==> config.mk <==
export PLATFORM = sky130hd
export DESIGN_NAME = spi_slave_sync_flat
export DESIGN_NICKNAME = d
export VERILOG_FILES = /design/src/rtl/spi_pkg.sv /design/src/rtl/spi_slave_sync_if.sv /design/src/rtl/spi_sync_edge.sv /design/src/rtl/spi_slave_sync.sv /design/src/flat_wrapper.sv
export SDC_FILE = /design/constraint.sdc
export NUM_CORES = 1
export LEC_CHECK = 0
export ABC_AREA = 1
export CORE_MARGIN = 2
export CORE_UTILIZATION = 25
export CTS_CLUSTER_SIZE = 14
export DETAILED_ROUTE_END_ITERATION = 7
export PLACE_DENSITY_LB_ADDON = 0.08
export SYNTH_ARGS = -nofsm -noshare
export SYNTH_HDL_FRONTEND = slang
export SYNTH_SLANG_ARGS = --single-unit
==> constraint.sdc <==
create_clock -name CLK_S -period 1.7 [get_ports CLK_S]
set_clock_uncertainty 0.1 [all_clocks]
set_input_delay 0.255 -clock CLK_S [delete_from_list [all_inputs] [get_ports CLK_S]]
set_output_delay 0.255 -clock CLK_S [all_outputs]
set_load 0.02 [all_outputs]
==> src/rtl/spi_pkg.sv <==
// Shared types and constants for the oversampled SPI mode-0 responder.
package spi_pkg;

    localparam int DATA_WIDTH_DEF = 8;

    // SPI mode 0: SCLK idles low, data sampled on the rising edge.
    localparam logic SPI_CPOL = 1'b0;
    localparam logic SPI_CPHA = 1'b0;

    typedef enum logic {
        ST_IDLE   = 1'b0,
        ST_ACTIVE = 1'b1
    } spi_state_e;

endpackage

==> src/rtl/spi_slave_sync_if.sv <==
// Pin-level SPI signals plus the local parallel word port of spi_slave_sync.
// SPI_SLAVE_OVERRUN_EN adds the rx_ack / rx_overrun receive handshake.
interface spi_slave_sync_if
    import spi_pkg::*;
#(
    parameter int DATA_WIDTH = DATA_WIDTH_DEF
);

    logic                  SCLK;
    logic                  CS;
    logic                  MOSI;
    logic                  MISO;
    logic                  load;
    logic [DATA_WIDTH-1:0] data_S;
    logic                  done_S;
    logic [DATA_WIDTH-1:0] rx_S;
    logic                  busy;
`ifdef SPI_SLAVE_OVERRUN_EN
    logic                  rx_ack;
    logic                  rx_overrun;
`endif

    modport slave (
`ifdef SPI_SLAVE_OVERRUN_EN
        input  rx_ack,
        output rx_overrun,
`endif
        input  SCLK, CS, MOSI, load, data_S,
        output MISO, done_S, rx_S, busy
    );

    modport master (
`ifdef SPI_SLAVE_OVERRUN_EN
        output rx_ack,
        input  rx_overrun,
`endif
        output SCLK, CS, MOSI, load, data_S,
        input  MISO, done_S, rx_S, busy
    );

endinterface

==> src/rtl/spi_sync_edge.sv <==
// Multi-flop synchroniser for one asynchronous input with rise/fall detection
// on the synchronised level.
module spi_sync_edge #(
    parameter int   SYNC_STAGES = 2,
    parameter logic RESET_VAL   = 1'b0
) (
    input  logic i_clk,
    input  logic i_rst_n,
    input  logic i_async,
    output logic o_sync,
    output logic o_rise,
    output logic o_fall
);

    logic [SYNC_STAGES-1:0] r_sync;
    logic                   r_prev;

    // NOTE: sequential state uses non-blocking assignments so every flop
    // samples the pre-edge value of its neighbour.
    always_ff @(posedge i_clk or negedge i_rst_n) begin
        if (!i_rst_n) begin
            r_sync <= {SYNC_STAGES{RESET_VAL}};
            r_prev <= RESET_VAL;
        end else begin
            r_sync <= {r_sync[SYNC_STAGES-2:0], i_async};
            r_prev <= r_sync[SYNC_STAGES-1];
        end
    end

    assign o_sync = r_sync[SYNC_STAGES-1];
    assign o_rise = o_sync & ~r_prev;
    assign o_fall = ~o_sync & r_prev;

endmodule

==> src/rtl/spi_slave_sync.sv <==
// SPI mode-0 responder clocked entirely by CLK_S; SCLK/CS/MOSI are oversampled.
// Define SPI_SLAVE_OVERRUN_EN to add the rx_ack / rx_overrun handshake.
module spi_slave_sync
    import spi_pkg::*;
#(
    parameter int DATA_WIDTH  = DATA_WIDTH_DEF,
    parameter int SYNC_STAGES = 2,
    parameter int MSB_FIRST   = 1
) (
    input logic               CLK_S,
    input logic               reset_n,
    spi_slave_sync_if.slave   bus
);

    localparam int CNT_W = $clog2(DATA_WIDTH + 1);

    spi_state_e            r_state, w_state_nxt;
    logic [DATA_WIDTH-1:0] r_tx_buf, w_tx_buf_nxt;
    logic                  r_pending, w_pending_nxt;
    logic [CNT_W-1:0]      r_cnt, w_cnt_nxt;
    logic [DATA_WIDTH-1:0] r_tx_shift, w_tx_shift_nxt;
    logic [DATA_WIDTH-1:0] r_rx_shift, w_rx_shift_nxt;
    logic                  r_miso, w_miso_nxt;
    logic                  r_done, w_done_nxt;
    logic [DATA_WIDTH-1:0] r_rx, w_rx_nxt;
    logic [SYNC_STAGES-1:0] r_mosi_sync;

    logic                  w_sclk_sync, w_sclk_rise, w_sclk_fall;
    logic                  w_cs_sync, w_cs_rise, w_cs_fall;
    logic                  w_mosi;
    logic                  w_sample_edge, w_shift_edge;
    logic [DATA_WIDTH-1:0] w_tx_src, w_tx_shifted, w_rx_shift_in;
    logic [CNT_W-1:0]      w_cnt_inc;

    function automatic logic first_bit(input logic [DATA_WIDTH-1:0] word);
        return (MSB_FIRST != 0) ? word[DATA_WIDTH-1] : word[0];
    endfunction

    spi_sync_edge #(
        .SYNC_STAGES (SYNC_STAGES),
        .RESET_VAL   (SPI_CPOL)
    ) u_sclk_sync (
        .i_clk   (CLK_S),
        .i_rst_n (reset_n),
        .i_async (bus.SCLK),
        .o_sync  (w_sclk_sync),
        .o_rise  (w_sclk_rise),
        .o_fall  (w_sclk_fall)
    );

    // CS resets to its deasserted level so reset release never fakes a select.
    spi_sync_edge #(
        .SYNC_STAGES (SYNC_STAGES),
        .RESET_VAL   (1'b1)
    ) u_cs_sync (
        .i_clk   (CLK_S),
        .i_rst_n (reset_n),
        .i_async (bus.CS),
        .o_sync  (w_cs_sync),
        .o_rise  (w_cs_rise),
        .o_fall  (w_cs_fall)
    );

    always_ff @(posedge CLK_S or negedge reset_n) begin
        if (!reset_n) begin
            r_mosi_sync <= '0;
        end else begin
            r_mosi_sync <= {r_mosi_sync[SYNC_STAGES-2:0], bus.MOSI};
        end
    end

    assign w_mosi        = r_mosi_sync[SYNC_STAGES-1];
    assign w_sample_edge = (SPI_CPOL == SPI_CPHA) ? w_sclk_rise : w_sclk_fall;
    assign w_shift_edge  = (SPI_CPOL == SPI_CPHA) ? w_sclk_fall : w_sclk_rise;

    // A load in the same cycle as a reload supplies the reloaded word.
    assign w_tx_src      = bus.load ? bus.data_S : r_tx_buf;
    assign w_tx_shifted  = (MSB_FIRST != 0) ? {r_tx_shift[DATA_WIDTH-2:0], 1'b0}
                                            : {1'b0, r_tx_shift[DATA_WIDTH-1:1]};
    assign w_rx_shift_in = (MSB_FIRST != 0) ? {r_rx_shift[DATA_WIDTH-2:0], w_mosi}
                                            : {w_mosi, r_rx_shift[DATA_WIDTH-1:1]};
    assign w_cnt_inc     = r_cnt + 1'b1;

    // NOTE: every next-state value gets a default first, so no path can
    // leave a variable unassigned and infer a latch.
    always_comb begin
        w_state_nxt    = r_state;
        w_tx_buf_nxt   = w_tx_src;
        w_pending_nxt  = r_pending;
        w_cnt_nxt      = r_cnt;
        w_tx_shift_nxt = r_tx_shift;
        w_rx_shift_nxt = r_rx_shift;
        w_miso_nxt     = r_miso;
        w_done_nxt     = 1'b0;
        w_rx_nxt       = r_rx;

        case (r_state)
            ST_IDLE: begin
                w_miso_nxt = 1'b0;
                if (w_cs_fall) begin
                    w_state_nxt    = ST_ACTIVE;
                    w_tx_shift_nxt = w_tx_src;
                    w_pending_nxt  = 1'b0;
                    w_cnt_nxt      = '0;
                    w_miso_nxt     = first_bit(w_tx_src);
                end
            end

            ST_ACTIVE: begin
                if (bus.load) begin
                    w_pending_nxt = 1'b1;
                end
                // Deselect beats a coincident SCLK edge; mid-frame data is dropped.
                if (w_cs_rise) begin
                    w_state_nxt = ST_IDLE;
                    w_miso_nxt  = 1'b0;
                    w_cnt_nxt   = '0;
                end else if (w_sample_edge) begin
                    w_rx_shift_nxt = w_rx_shift_in;
                    if (w_cnt_inc == CNT_W'(DATA_WIDTH)) begin
                        w_cnt_nxt      = '0;
                        w_rx_nxt       = w_rx_shift_in;
                        w_done_nxt     = 1'b1;
                        w_tx_shift_nxt = w_tx_src;
                        w_pending_nxt  = 1'b0;
                    end else begin
                        w_cnt_nxt = w_cnt_inc;
                    end
                end else if (w_shift_edge) begin
                    if (r_cnt != '0) begin
                        w_tx_shift_nxt = w_tx_shifted;
                        w_miso_nxt     = first_bit(w_tx_shifted);
                    end else begin
                        w_miso_nxt = first_bit(r_tx_shift);
                    end
                end
            end

            default: w_state_nxt = ST_IDLE;
        endcase
    end

    always_ff @(posedge CLK_S or negedge reset_n) begin
        if (!reset_n) begin
            r_state    <= ST_IDLE;
            r_tx_buf   <= '0;
            r_pending  <= 1'b0;
            r_cnt      <= '0;
            r_tx_shift <= '0;
            r_rx_shift <= '0;
            r_miso     <= 1'b0;
            r_done     <= 1'b0;
            r_rx       <= '0;
        end else begin
            r_state    <= w_state_nxt;
            r_tx_buf   <= w_tx_buf_nxt;
            r_pending  <= w_pending_nxt;
            r_cnt      <= w_cnt_nxt;
            r_tx_shift <= w_tx_shift_nxt;
            r_rx_shift <= w_rx_shift_nxt;
            r_miso     <= w_miso_nxt;
            r_done     <= w_done_nxt;
            r_rx       <= w_rx_nxt;
        end
    end

    assign bus.MISO   = r_miso;
    assign bus.done_S = r_done;
    assign bus.rx_S   = r_rx;
    assign bus.busy   = (r_state == ST_ACTIVE);

`ifdef SPI_SLAVE_OVERRUN_EN
    logic r_rx_valid;
    logic r_overrun;

    // Overrun is flagged on the same edge that raises done_S for the new word.
    always_ff @(posedge CLK_S or negedge reset_n) begin
        if (!reset_n) begin
            r_rx_valid <= 1'b0;
            r_overrun  <= 1'b0;
        end else if (w_done_nxt) begin
            r_rx_valid <= 1'b1;
            r_overrun  <= r_rx_valid & ~bus.rx_ack;
        end else begin
            r_overrun <= 1'b0;
            if (bus.rx_ack) begin
                r_rx_valid <= 1'b0;
            end
        end
    end

    assign bus.rx_overrun = r_overrun;
`endif

endmodule

==> src/flat_wrapper.sv <==
// flat-port wrapper written by rule: the top's interface ports become plain ports
module spi_slave_sync_flat import spi_pkg::*;
#(
    parameter int DATA_WIDTH  = DATA_WIDTH_DEF,
    parameter int SYNC_STAGES = 2,
    parameter int MSB_FIRST   = 1
)
  (CLK_S, reset_n, bus_SCLK, bus_CS, bus_MOSI, bus_load, bus_data_S, bus_MISO, bus_done_S, bus_rx_S, bus_busy);
  spi_slave_sync_if #(.DATA_WIDTH(DATA_WIDTH)) bus_i ();
  input logic CLK_S;
  input logic reset_n;
  input wire logic [$bits(bus_i.SCLK)-1:0] bus_SCLK;
  input wire logic [$bits(bus_i.CS)-1:0] bus_CS;
  input wire logic [$bits(bus_i.MOSI)-1:0] bus_MOSI;
  input wire logic [$bits(bus_i.load)-1:0] bus_load;
  input wire logic [$bits(bus_i.data_S)-1:0] bus_data_S;
  output wire logic [$bits(bus_i.MISO)-1:0] bus_MISO;
  output wire logic [$bits(bus_i.done_S)-1:0] bus_done_S;
  output wire logic [$bits(bus_i.rx_S)-1:0] bus_rx_S;
  output wire logic [$bits(bus_i.busy)-1:0] bus_busy;
  assign bus_i.SCLK = bus_SCLK;
  assign bus_i.CS = bus_CS;
  assign bus_i.MOSI = bus_MOSI;
  assign bus_i.load = bus_load;
  assign bus_i.data_S = bus_data_S;
  assign bus_MISO = bus_i.MISO;
  assign bus_done_S = bus_i.done_S;
  assign bus_rx_S = bus_i.rx_S;
  assign bus_busy = bus_i.busy;
  spi_slave_sync #(.DATA_WIDTH(DATA_WIDTH), .SYNC_STAGES(SYNC_STAGES), .MSB_FIRST(MSB_FIRST)) u_core (.CLK_S(CLK_S), .reset_n(reset_n), .bus(bus_i));
endmodule
======== Word level (Yosys, flattened, before mapping) ========
Cells that the tools add are included.
operators by class
  bitwise logic cells ..................... 10
  mux-type cells .......................... 26
  add/sub/neg operators ................... 1
  reductions and logical operators ........ 6
  eq/ne operators ......................... 9
operators by type and width
  operator             count
  $mux 8               7
  $ne 3x3->1 const B   6
  $mux 4               4
  $pmux 8 s2           1
  $mux 1               11
  $pmux 4 s2           1
  $not 1->1            6
  $reduce_and 5->1     1
  $add 4x1->4 const B  1
  $and 1x1->1          4
  $eq 4x4->1 const B   1
  $ne 2x2->1 const B   2
  $pmux 1 s2           2
  $reduce_and 2->1     2
  $reduce_and 4->1     1
  $reduce_bool 4->1    1
  $reduce_and 3->1     1
storage, ports and cells
  register bits after elaboration ......... 46
  input port bits ......................... 14

======== Longest topological paths before layout ========
Gate-level depths: netlist of the first run.
  depth in word-level cells ............... 6
  depth in mapped cells ................... 10

======== Hierarchy ========
A second synthesis of the first run with hierarchy kept.
second synthesis, totals
  cell total of the unflattened synthesis .. 231
  area, all modules ....................... 2,014.4 um2
by module, submodules not included
  module                              sequential area each (um2)  times used  cells each  area an instance (um2)
  spi_slave_sync                      1,001.0                     1           217         1,830.5
  spi_sync_edge (u_core.u_cs_sync)    78.8                        1           7           93.8
  spi_sync_edge (u_core.u_sclk_sync)  75.1                        1           7           90.1

======== Least setup slack after synthesis of the first run ========
No wires, ideal clock.
  path kind ............................... register to register
  from .................................... reg u_core.u_sclk_sync.r_sync[1]
  to ...................................... reg u_core.r_cnt[0]
  setup slack ............................. 0.242 ns
  path buffers ............................ 0
  arrival ................................. 1.231 ns
  stages on the path, launching flop included .. 8
  period minus slack after synthesis ...... 1.458 ns
  cell sequence ........................... dfrtp_1 > ha_1 > nand2_1 > inv_2 > nand2_2 > clkinv_1 > nand3_1 > o21ai_0
on the way
  word-level cells in the longest chain between the ends .. 3
RTL lines
  item                               RTL line               source
  start: declaration                 spi_sync_edge.sv:15    logic [SYNC_STAGES-1:0] r_sync;
  start signal: assignment           spi_sync_edge.sv:22    r_sync <= {SYNC_STAGES{RESET_VAL}};
  start signal: assignment           spi_sync_edge.sv:25    r_sync <= {r_sync[SYNC_STAGES-2:0], i_async};
  $and 1x1->1                        spi_sync_edge.sv:31    assign o_rise = o_sync & ~r_prev;
  $ne 3x3->1 (no source line)        n/a
  $reduce_and 2->1 (no source line)  n/a
  end signal: assignment             spi_slave_sync.sv:158  r_cnt <= w_cnt_nxt;
  end: declaration                   spi_slave_sync.sv:20   logic [CNT_W-1:0] r_cnt, w_cnt_nxt;
No other way between the ends.
A chain may end at the register's enable or synchronous reset.

======== Worst setup path after layout of the first run ========
  from .................................... reg u_core.r_rx[2], in the netlist u_core.bus.rx_S[2]
  to ...................................... out bus_rx_S[2]
RTL lines
  item                      RTL line               source
  start: declaration        spi_slave_sync.sv:25   logic [DATA_WIDTH-1:0] r_rx, w_rx_nxt;
  start signal: assignment  spi_slave_sync.sv:163  r_rx <= w_rx_nxt;
  end: declaration          flat_wrapper.sv:19     output wire logic [$bits(bus_i.rx_S)-1:0] bus_rx_S;
No word-level cell between the ends.

==> run metrics, run 1 <==
Root Driver clkbuf_8; most frequent cells in the layout nand2_1 (81), dfrtp_1 (43), clkdlybuf4s50_1 (22); GRT Total Usage 0.107; drt wl/cell 11.4 um; drt initial violations 46; maximum VDD drop 315 uV; commonest non-fill, non-tap cell in the layout nand2_1; min cycle time layout between 1500 and 2000 ps; adder-cell share of the synthesized area 0.0248; Worst Setup End Kind primary output; Final Max Slew Viols 0; cells on worst reg2reg path 8; period utilization 0.956; Clock Path Buffers 2; status completed; initial antenna violation count 0; die width between 90 and 100 um; CTS tree built; Clk Latency, worst-skew pair approximately 310 ps; post-layout worst setup margin 75.4 ps; initial core utilization 0.260; Synth Net Count 245; f_max 0.616 GHz; post-synthesis cell count 227; grt met2 use 0.165; syn avg cell area 8.90 um^2; clock sink total 46; Die ar. ~9000 um^2; Cell Count, Final, Fillers Out 365; Crit-path slowest cell clkdlybuf4s50_1; GRT Max-Usage Layer met2; core box area slightly below 8000 um^2; # port buffers 24; dpl cells 355; #FFs+latches synth 46; Final Wtd Congestion roughly 0.7; pre-CTS setup slack 30.1 ps; number of diodes 0; Synth cell types 26; Post-Synth Simple-Gate Area 0.277; Hold Crit Class flop to flop; Post-Syn Area 2020 um^2; via count 1488; max incr delay on CP 610 ps; critical path fanouts, max 2; r2r setup slk 140 ps; vias per inst 4.08; mux contribution to synthesized area 0; drt drc 0; final wirelength 4.18 mm; met1 Use GR 0.149; H-tree depth 2; WP data arrival 1270 ps; DRT Pass-1 Iters 4; HPWL after DPL 2.78 mm; CTS buffer count 5; Final Hold Vio Count 0; RSZ-0062 raised after global routing false; largest net degree at the start of global routing 47; met3 global-route usage 0.0281; CTS clk-pin slew, worst paths 100 ps; Die H 93.9 um; complex-gate fraction of the synthesized area 0.0644; Std-Cell Rows 32; largest family of logic cells by synthesized area simple AND/OR/NAND/NOR gates; RR Startpoint u_core.r_cnt[1]; Leak Pwr 1.30 nW; Synthesis Warnings 0; xor/xnor cell area share of the yosys netlist 0; Hold Path Cell Cnt 0; WHS Endpoint u_core.r_mosi_sync[1]; # Max-Cap Violations 0; Worst Tran Pin Value 265 ps; remaining antenna violation count 0; Required @ worst endpoint 1340 ps; CP cell instances clkdlybuf4s50_1; nature of the critical path startpoint flop; Critical R2R Capture u_core.bus.rx_S[0]; Area Overhead vs Synth 26.7%; first-pass GRT wire length 7.57 mm; Overflow after GRT 0; nets@finish 280; Rel. slew slack 0.822; Power, Total ~0.0027 W; Hold Path Origin u_core.r_mosi_sync[0]; pwr/cell area 1050 nW/um^2; Top Ports 25; share of layout cells above drive strength 1 0.141; setup TNS 0 ps; vias in the first global route 1591; CP bufs+invs 1; delay-heaviest family, CP buffers and inverters; Crit Path Category flop to primary output; Fin Hold WS approximately 250 ps; Fill cells 839; Seq/Total Area, Yosys 0.572; final setup fails 0
## layer usage
| metal | up-vias | part of all wire |
|---|---|---|
| met1 | 681 | 0.51 |
| met2 | 24 | 0.44 |
| met4 | 0 | 0.0089 |
| met5 | - | 0 |
| li1 | 779 | - |
| met3 | 4 | 0.041 |
## where the power goes
group          switching [W]  internal, W
logic               0.000322     0.000237
clock network       0.000412     0.000298
registers           0.000117      0.00129
## cell families (layout without fill, tap and decap cells)
group | Yosys count | after routing
AO/OA/AOI/OAI | 25 | 25
buffers and inverters | 28 | 64
AND/OR/NAND/NOR | 124 | 124
flip-flops | 46 | 46
adder cells (fa/ha/maj) | 4 | 4
## area by class of cell
class                      count  area [um^2]  share of cell area
tap                          102          128              0.0499
clock buffer                   5         68.8              0.0269
multi-input combinational    153          743               0.290
sequential                    46         1150               0.451
timing repair buffer          32          347               0.135
clock inverter                 3         25.0             0.00978
inverter                      24         93.8              0.0367
## worst max-delay path by stage
stage / from / end / slack [ps] / cells after the start
2_1_floorplan: u_core.u_sclk_sync.r_sync[1] / u_core.r_cnt[0] / 240 / 7
3_3_place_gp: bus_load / u_core.r_tx_shift[0] / 40 / 7
3_5_place_dp: bus_load / u_core.r_tx_shift[0] / 30 / 7
4_1_cts: u_core.bus.rx_S[4] / bus_rx_S[4] / 50 / 1
5_1_grt: u_core.bus.rx_S[4] / bus_rx_S[4] / 10 / 1
6_report: u_core.bus.rx_S[2] / bus_rx_S[2] / 80 / 1
## synthesized netlist by cell type
| master | count | area [um^2] |
|---|---|---|
| nand4_1 | 2 | 12.5 |
| clkinv_1 | 1 | 3.75 |
| dfstp_2 | 3 | 78.8 |
| dfrtp_1 | 43 | 1080 |
| a21o_1 | 1 | 7.51 |
| buf_4 | 1 | 7.51 |
| buf_6 | 2 | 22.5 |
| nand2_1 | 81 | 304 |
| nand3_2 | 2 | 20.0 |
| nor2_8 | 1 | 20.0 |
| and2_1 | 1 | 6.26 |
| nand2_2 | 5 | 31.3 |
| inv_1 | 18 | 67.6 |
| nand3b_1 | 1 | 7.51 |
| nand2_4 | 1 | 11.3 |
| o21a_1 | 1 | 7.51 |
| a21oi_1 | 2 | 10.0 |
| o21ai_1 | 2 | 10.0 |
| buf_2 | 1 | 5.00 |
| or2_2 | 1 | 6.26 |
| nor2_1 | 8 | 30.0 |
| nand3_1 | 20 | 100 |
| nor2_4 | 1 | 11.3 |
| o21ai_0 | 19 | 95.1 |
| inv_2 | 5 | 18.8 |
| ha_1 | 4 | 50.1 |
## state kept, by name, summed over array words and instances, names as in the netlist
| register | flops |
|---|---|
| u_core.r_cnt | 4 |
| u_core.u_sclk_sync.r_prev | 1 |
| u_core.u_cs_sync.r_prev | 1 |
| u_core.bus.busy | 1 |
| u_core.r_tx_buf | 8 |
| u_core.u_sclk_sync.r_sync | 2 |
| u_core.bus.done_S | 1 |
| u_core.bus.rx_S | 8 |
| u_core.bus.MISO | 1 |
| u_core.r_mosi_sync | 2 |
| u_core.r_rx_shift | 7 |
| u_core.r_tx_shift | 8 |
| u_core.u_cs_sync.r_sync | 2 |
## repair_timing
action,CTS,global route
resized for setup,1,2
hold endpoints to repair,43,0
setup endpoints to repair,1,9
pin swaps,0,1
hold buffers,1,0
setup buffers,0,1
## through the flow
stage	utilization	cell area (um^2)
after floorplan	-	2020
after global placement	0.315	2440
after detailed placement	0.315	2440
after CTS	0.328	2550
after global routing	0.330	2560
final	0.330	2560
(Power assumes the default switching activity.)
==> run 2, diff against run 1 <==
--- a/config.mk
+++ b/config.mk
@@ -11,6 +11,7 @@
 export CTS_CLUSTER_SIZE = 14
 export DETAILED_ROUTE_END_ITERATION = 7
 export PLACE_DENSITY_LB_ADDON = 0.08
+export SKIP_CTS_REPAIR_TIMING = 1
 export SYNTH_ARGS = -nofsm -noshare
 export SYNTH_HDL_FRONTEND = slang
 export SYNTH_SLANG_ARGS = --single-unit
==> run metrics, run 2 (synthesis gave the netlist of run 1 again) <==
delay-heaviest family, CP buffers and inverters; Hold Path Cell Cnt 0 (unchanged); area of placed instances 2440 um^2 (unchanged); CTS clk-pin slew, worst paths 100 ps (about the same); Die H 93.9 um (unchanged); initial core utilization 0.260 (unchanged); WHS Endpoint u_core.r_mosi_sync[1]; DRT Pass-1 Iters 4 (unchanged); share of layout cells above drive strength 1 0.141 (unchanged); Required @ worst endpoint 1340 ps (about the same); CTS buffer count 5 (unchanged); min cycle time layout 1620 ps (-0.145 ps); Clk Latency, worst-skew pair 310 ps (about the same); # port buffers 24 (unchanged); first-pass GRT wire length 7.56 mm (about the same); vias in the first global route 1592 (+0.063%); Rel. slew slack 0.822 (unchanged); max incr delay on CP 610 ps (about the same); f_max 0.616 GHz (about the same); Leak Pwr 1.31 nW (+0.68%); Hold Path Origin u_core.r_mosi_sync[0]; Hold Crit Class flop to flop; Final Hold Vio Count 0 (unchanged); Clock Path Buffers 2 (unchanged); via count 1488 (unchanged); pwr/cell area 1050 nW/um^2 (about the same); CP cell instances clkdlybuf4s50_1; RSZ-0062 raised after global routing false; GRT Total Usage 0.107 (-0.000340); die width 93.9 um (unchanged); clock sink total 46 (unchanged); drt drc 0 (unchanged); vias per inst 4.08 (unchanged); Cell Count, Final, Fillers Out 365 (unchanged); period utilization 0.956 (about the same); status completed; Final Wtd Congestion 0.696 (unchanged); Final Max Slew Viols 0 (unchanged); Overflow after GRT 0 (unchanged); critical path fanouts, max 2 (unchanged); dpl cells 355 (unchanged); WP data arrival 1270 ps (about the same); Crit Path Category flop to primary output; r2r setup slk 140 ps (about the same); nets@finish 280 (unchanged); H-tree depth 2 (unchanged); cells on worst reg2reg path 8 (unchanged); final setup fails 0 (unchanged); CP bufs+invs 1 (unchanged); Critical R2R Capture u_core.bus.rx_S[0]; Top Ports 25 (unchanged); CTS tree built; nature of the critical path startpoint flop; Fill cells 837 (-0.24%); largest net degree at the start of global routing 47 (unchanged); Worst Tran Pin Value 265 ps (unchanged); RR Startpoint u_core.r_cnt[1]; HPWL after DPL 2.78 mm (unchanged); drt initial violations 46 (unchanged); Std-Cell Rows 32 (unchanged); Area Overhead vs Synth 26.9%; remaining antenna violation count 0 (unchanged); Die ar. 8820 um^2 (unchanged); core box area 7770 um^2 (unchanged); most frequent cells in the layout nand2_1 (81), dfrtp_1 (43), clkdlybuf4s50_1 (22); commonest non-fill, non-tap cell in the layout nand2_1; # Max-Cap Violations 0 (unchanged); Crit-path slowest cell clkdlybuf4s50_1; design area 2560 um^2 (+0.15%); Worst Setup End Kind primary output; Root Driver clkbuf_8; initial antenna violation count 0 (unchanged); number of diodes 0 (unchanged); maximum VDD drop 315 uV (about the same); final wirelength 4.18 mm (about the same); drt wl/cell 11.5 um (about the same)
[run 2: cell count changes in the layout (fill, tap and decap cells not counted), sizes merged]
cell	change
dlygate4sd2	-1
dlymetal6s2s	+1
[run 2: layer usage]
layer / GRT usage / routed length, um / vias to the layer above
met3: 0.0281 / 171 / 4
met5: 0 / 0 / -
li1: - / - / 779
met2: 0.165 / 1820 / 24
met1: 0.149 / 2150 / 681
met4: 0.0290 / 37 / 0
[run 2: cell type report]
class | instances | area, um^2 | share of cell area
clock buffer | 5 | 68.8 | 0.0268
inverter | 24 | 93.8 | 0.0366
sequential | 46 | 1150 | 0.450
tap | 102 | 128 | 0.0498
multi-input combinational | 153 | 743 | 0.290
timing repair buffer | 32 | 350 | 0.137
clock inverter | 3 | 25.0 | 0.00976
[run 2: through the flow]
stage / setup slack, ps / power [W] / hold WS, ps / util / setup TNS [ps]
CTS: -70.0 / 0.00273 / -175 / 0.327 / -70.0
floorplan: 242 / 0.00178 / -141 / - / 0
finish: 75.5 / 0.00268 / 253 / 0.330 / 0
global route: 14.5 / 0.00289 / 264 / 0.330 / 0
global placement: 39.8 / 0.00200 / 166 / 0.315 / 0
detailed placement: 30.1 / 0.00200 / 163 / 0.315 / 0
[run 2: worst max path at each step]
stage | start | endpoint | slack [ps] | cells after the start
6_report | u_core.bus.rx_S[2] | bus_rx_S[2] | 80 | 1
3_5_place_dp | bus_load | u_core.r_tx_shift[0] | 30 | 7
2_1_floorplan | u_core.u_sclk_sync.r_sync[1] | u_core.r_cnt[0] | 240 | 7
5_1_grt | u_core.bus.rx_S[4] | bus_rx_S[4] | 10 | 1
3_3_place_gp | bus_load | u_core.r_tx_shift[0] | 40 | 7
4_1_cts | u_core.bus.busy | bus_busy | -70 | 1
[run 2: power breakdown]
part           total, W  internal [W]  leakage [nW]  switching (W)
Sequential      0.00141       0.00129         0.584       0.000118
Combinational  0.000562      0.000240         0.682       0.000322
Clock          0.000710      0.000298        0.0447       0.000412
Total           0.00268       0.00183          1.31       0.000851
